--- src/rtl/unidade_controle_jogo_pkg.sv ---
// Shared definitions for the memory-game control unit: state codes, default timeout, output decode.
// Latency: none (types, constants and a pure function).
// Backpressure: not applicable.
package unidade_controle_jogo_pkg;

  // State codes double as the debug value shown on the 7-segment display.
  typedef enum logic [3:0] {
    INICIAL     = 4'h0,
    PREPARACAO  = 4'h1,
    ESPERA      = 4'h2,
    REGISTRA    = 4'h4,
    COMPARACAO  = 4'h5,
    PROXIMO     = 4'h6,
    FIM_ACERTO  = 4'hA,
    FIM_TIMEOUT = 4'hD,
    FIM_ERRO    = 4'hE
  } estado_t;

  // Cycles allowed in espera before the move is declared timed out.
  localparam int TIMEOUT_PADRAO = 5000;

  // Control and status outputs, grouped so they can be registered together.
  typedef struct packed {
    logic zeraC;
    logic contaC;
    logic zeraR;
    logic registraR;
    logic pronto;
    logic acertou;
    logic errou;
    logic timeout;
  } saidas_t;

  // Moore decode: which outputs are asserted while sitting in a given state.
  function automatic saidas_t decodifica_saidas(input estado_t e);
    saidas_t s;
    s = '0;
    case (e)
      PREPARACAO: begin
        s.zeraC = 1'b1;
        s.zeraR = 1'b1;
      end
      REGISTRA:    s.registraR = 1'b1;
      PROXIMO:     s.contaC = 1'b1;
      FIM_ACERTO: begin
        s.pronto  = 1'b1;
        s.acertou = 1'b1;
      end
      FIM_ERRO: begin
        s.pronto = 1'b1;
        s.errou  = 1'b1;
      end
      FIM_TIMEOUT: begin
        s.pronto  = 1'b1;
        s.timeout = 1'b1;
      end
      default: s = '0;
    endcase
    return s;
  endfunction

endpackage

--- src/rtl/unidade_controle_jogo_contador_timeout.sv ---
// Inactivity counter: counts cycles while enabled, flags the last allowed cycle (TIMEOUT-1).
// Latency: count updates one cycle after enable; flag is combinational from the count.
// Backpressure: none; clear has priority over enable, TIMEOUT=0 keeps the flag low.
module unidade_controle_jogo_contador_timeout #(
  parameter int TIMEOUT = 5000,
  parameter int TW      = 16
) (
  input  logic clock,
  input  logic reset,
  input  logic clear,
  input  logic enable,
  output logic fim
);

  localparam logic [TW-1:0] ULTIMO = TW'(TIMEOUT - 1);

  logic [TW-1:0] contagem;

  // Count up while enabled; reset and clear both return the count to zero.
  always_ff @(posedge clock) begin
    if (reset || clear) begin
      contagem <= '0;
    end else if (enable) begin
      contagem <= contagem + 1'b1;
    end
  end

  assign fim = (TIMEOUT != 0) && (contagem == ULTIMO);

endmodule

--- src/rtl/unidade_controle_jogo.sv ---
// Moore control unit for the memory game: sequences zero/wait/register/compare/advance, with move timeout.
// Latency: outputs are registered and change one cycle after each transition edge (Moore).
// Backpressure: none; jogada_feita is consumed only in espera, iniciar only in inicial and fim_* states.
module unidade_controle_jogo
  import unidade_controle_jogo_pkg::*;
#(
  parameter int TIMEOUT = TIMEOUT_PADRAO,
  parameter int TW      = 16
) (
  input  logic       clock,
  input  logic       reset,
  input  logic       iniciar,
  input  logic       fimC,
  input  logic       jogada_feita,
  input  logic       igual,
  output logic       zeraC,
  output logic       contaC,
  output logic       zeraR,
  output logic       registraR,
  output logic       pronto,
  output logic       acertou,
  output logic       errou,
  output logic       timeout,
  output logic [3:0] db_estado
);

  estado_t estado;
  estado_t estado_prox;
  saidas_t saidas;
  logic    limpa_cont;
  logic    conta_cont;
  logic    fim_cont;

  // Counter runs only in espera and is zero on entry and in every other state.
  assign conta_cont = (estado == ESPERA);
  assign limpa_cont = (estado != ESPERA) || (estado_prox != ESPERA);

  unidade_controle_jogo_contador_timeout #(
    .TIMEOUT (TIMEOUT),
    .TW      (TW)
  ) u_contador_timeout (
    .clock  (clock),
    .reset  (reset),
    .clear  (limpa_cont),
    .enable (conta_cont),
    .fim    (fim_cont)
  );

  // Next-state rules; a move in the same cycle as timeout expiry takes precedence.
  always_comb begin
    estado_prox = estado;
    case (estado)
      INICIAL:    estado_prox = iniciar ? PREPARACAO : INICIAL;
      PREPARACAO: estado_prox = ESPERA;
      ESPERA: begin
        if (jogada_feita)  estado_prox = REGISTRA;
        else if (fim_cont) estado_prox = FIM_TIMEOUT;
        else               estado_prox = ESPERA;
      end
      REGISTRA:   estado_prox = COMPARACAO;
      COMPARACAO: begin
        if (!igual)    estado_prox = FIM_ERRO;
        else if (fimC) estado_prox = FIM_ACERTO;
        else           estado_prox = PROXIMO;
      end
      PROXIMO:    estado_prox = ESPERA;
      FIM_ACERTO, FIM_ERRO, FIM_TIMEOUT:
                  estado_prox = iniciar ? PREPARACAO : estado;
      default:    estado_prox = INICIAL;
    endcase
  end

  // State register with outputs registered from the decode of the next state.
  always_ff @(posedge clock) begin
    if (reset) begin
      estado <= INICIAL;
      saidas <= '0;
    end else begin
      estado <= estado_prox;
      saidas <= decodifica_saidas(estado_prox);
    end
  end

  assign zeraC     = saidas.zeraC;
  assign contaC    = saidas.contaC;
  assign zeraR     = saidas.zeraR;
  assign registraR = saidas.registraR;
  assign pronto    = saidas.pronto;
  assign acertou   = saidas.acertou;
  assign errou     = saidas.errou;
  assign timeout   = saidas.timeout;
  assign db_estado = estado;

endmodule

--- config.mk ---
export PLATFORM = sky130hd
export DESIGN_NAME = unidade_controle_jogo
export DESIGN_NICKNAME = d
export VERILOG_FILES = /design/src/rtl/unidade_controle_jogo_pkg.sv /design/src/rtl/unidade_controle_jogo_contador_timeout.sv /design/src/rtl/unidade_controle_jogo.sv
export SDC_FILE = /design/constraint.sdc
export NUM_CORES = 1
export LEC_CHECK = 0
export CORE_MARGIN = 4
export CORE_UTILIZATION = 44
export CTS_CLUSTER_SIZE = 8
export DETAILED_ROUTE_END_ITERATION = 7
export PLACE_DENSITY = 0.75
export SYNTH_ARGS = -nofsm -noshare
export SYNTH_HDL_FRONTEND = slang
export SYNTH_SLANG_ARGS = --single-unit
--- constraint.sdc ---
create_clock -name clock -period 3 [get_ports clock]
set_input_delay 0.6 -clock clock [delete_from_list [all_inputs] [get_ports clock]]
set_output_delay 0.6 -clock clock [all_outputs]
set_load 0.02 [all_outputs]
==> metrics.txt <==
status complete, no violations; Mapped Area 1250 sq um; Die Span Y 61.4 microns; Final Skew 0.00758 ns; final hold violations 0; sw power 0.000139 W; CTS tree built; worst slew pin tran 0.487 ns; critical path startpoint category register; Syn Area/Cell 8.52 sq um; die area 3760 sq um; f_max 404 MHz; # hold bufs at CTS 0; Sw Ratio 24.1%; Yosys reg bits 27; Starting Density 45.8%; min cycle time layout 2.48 ns; largest net degree at the start of global routing 16; Total Wirelength 2520 microns; I/O Buffers 17; Comb power frac 8.8%; Final Cell Area 1450 sq um; root buf cell clkbuf_4; Hold WC Path Type reg2reg; Site Rows 19; max_slew headroom 67.4%; die width 61.4 microns; Placer Congestion 0.831; CP required 3.26 ns; DR WL/cell 13.2 microns; RSZ-0062 raised after global routing no; area delta synth->final 16.0%; # setup viols final 0; sequential-to-total area share from yosys stat 43.2%; Vias 1094; max_cap viols 0; critical path data arrival time 2.73 ns; largest area contributor in the netlist dfxtp_1; Clock power frac 27.1%; Resize count post-CTS 0; synth unique cells 37; clock buffer depth 2; Area contributors post-synth dfxtp_1 43%, nor2_1 4.5%, a21oi_1 4.4%; cell count after synthesis 147; clk sinks 27; total core area 2730 sq um; initial antenna violation count 0; setup TNS 0 ns; Post CTS Setup Buffer Count 0; # DRC 0; Leak 0.447 nW; n_diodes 0; GR Overflow Total 0; first-pass GRT wire length 4260 microns; Post-DRT Antenna Nets 0; CP endpoint kind register; crit share post-route 82.5%; critical path class reg2reg; DP Area 1430 sq um; Final Util 53.1%; Power Density 398 nW/um^2; clk slew on worst S/H paths 0.15 ns; num ports 18; Nets 168; Pint 0.000439 W; Clock Latency Late Sink 0.33 ns; Hold WS 0.472 ns; via count normalized by instance count 5.73; Max Transition Viols Final 0; H-tree Lvls 1; fraction of layout cells with a size suffix above 1 2.50%; post-synth top area share 43.2%; Flop pwr share 64.1%; DP HPWL 1930 microns; via count of the first global-routing pass 981; Warnings, synthesis 0; First-pass DRT Iterations 4; total CTS buffers 3; worst vdd ir 0.377 mV; starting DRC count in detailed routing 31; Max Fanout on Critical Path 12; Post-Syn Nets 154; total track usage 15.0%; power consumption 0.000578 W
## layout by cell type, fill, tap and decap left out, types with 3 or more instances in the layout
master,n
a21oi_1,11
and4_1,3
clkbuf_4,3
clkdlybuf4s50_1,17
dfxtp_1,27
inv_1,5
nand2_1,8
nand3_1,5
nand3b_1,3
nor2_1,15
nor3_1,6
nor3b_1,4
o21ai_0,6
or3_1,6
or4_1,3
xnor2_1,6
## cell usage after synthesis, drive strengths merged
master,number
nand4,2
or4b,1
nor4,2
nand2b,2
nor3b,4
nor2b,2
nand3,5
a211o,1
clkbuf,4
a211oi,2
xnor2,6
or3,6
inv,5
dfxtp,27
nand3b,3
nor3,6
nor4bb,2
a221oi,1
a2bb2oi,1
a32o,1
buf,4
nor2,15
a21oi,11
and3,2
xor2,2
and2,2
a21boi,2
nor4b,2
o31ai,1
ha,1
nand2,8
or4,3
o22ai,2
o21ai,6
and4,3
## metrics by stage
stage          std cells  setup WS (ns)
3_5_place_dp         187          0.592
4_1_cts              191          0.538
5_1_grt              191          0.404
3_3_place_gp         187          0.627
6_report             191          0.524
2_1_floorplan        147          0.687
## critical path, cell delays in order, from the launching register on
cell	delay, ns
dfxtp_1	0.55
or4b_1	0.62
or4_1	0.66
or4_1	0.43
a21oi_1	0.14
## registers in the layout (all words and copies together), names as in the netlist
register / count
u_contador_timeout.contagem: 16
timeout: 1
contaC: 1
acertou: 1
registraR: 1
zeraR: 1
db_estado: 4
pronto: 1
errou: 1
## worst paths after layout
check / slack (ns) / end / start / cells past startpoint
setup / recovery: 0.52 / u_contador_timeout.contagem[15] / db_estado[1] / 4
hold / removal: 0.47 / u_contador_timeout.contagem[0] / u_contador_timeout.contagem[0] / 1
setup reg to reg: 0.52 / u_contador_timeout.contagem[15] / db_estado[1] / 4
hold reg to reg: 0.47 / u_contador_timeout.contagem[0] / u_contador_timeout.contagem[0] / 1
## area by class of cell
class	instances	area, sq um
clock buffer	3	22.5
clock inverter	1	5.00
fill	251	1280
inverter	5	18.8
multi-input combinational	107	657
sequential	27	541
tap	31	38.8
timing repair buffer	17	170
## power groups by stage
stage | Clock, W | Sequential, W | Combinational (W)
6_report | 0.000157 | 0.000371 | 0.0000507
5_1_grt | 0.000180 | 0.000372 | 0.0000550
4_1_cts | 0.000162 | 0.000371 | 0.0000507
3_5_place_dp | 0 | 0.000379 | 0.0000506
3_3_place_gp | 0 | 0.000378 | 0.0000502
2_1_floorplan | 0 | 0.000380 | 0.0000293
## per-layer routing
| layer | track usage, % | vias up | wire, microns |
|---|---|---|---|
| met5 | 0 | - | 0 |
| met4 | 6.67 | 0 | 36 |
| met3 | 3.56 | 5 | 108 |
| met2 | 23.1 | 25 | 1190 |
| met1 | 20.1 | 502 | 1190 |
| li1 | - | 562 | - |
## kinds of logic after synthesis
| family | count (synthesis) | share of synthesized area (%) |
|---|---|---|
| compound gates | 28 | 13.7 |
| xor+xnor | 8 | 5.59 |
| flops | 27 | 43.2 |
| fa+ha+maj | 1 | 0.999 |
| buf+inv | 13 | 4.40 |
| simple gates | 70 | 32.2 |
No activity file was read; power rests on OpenSTA's default activity.
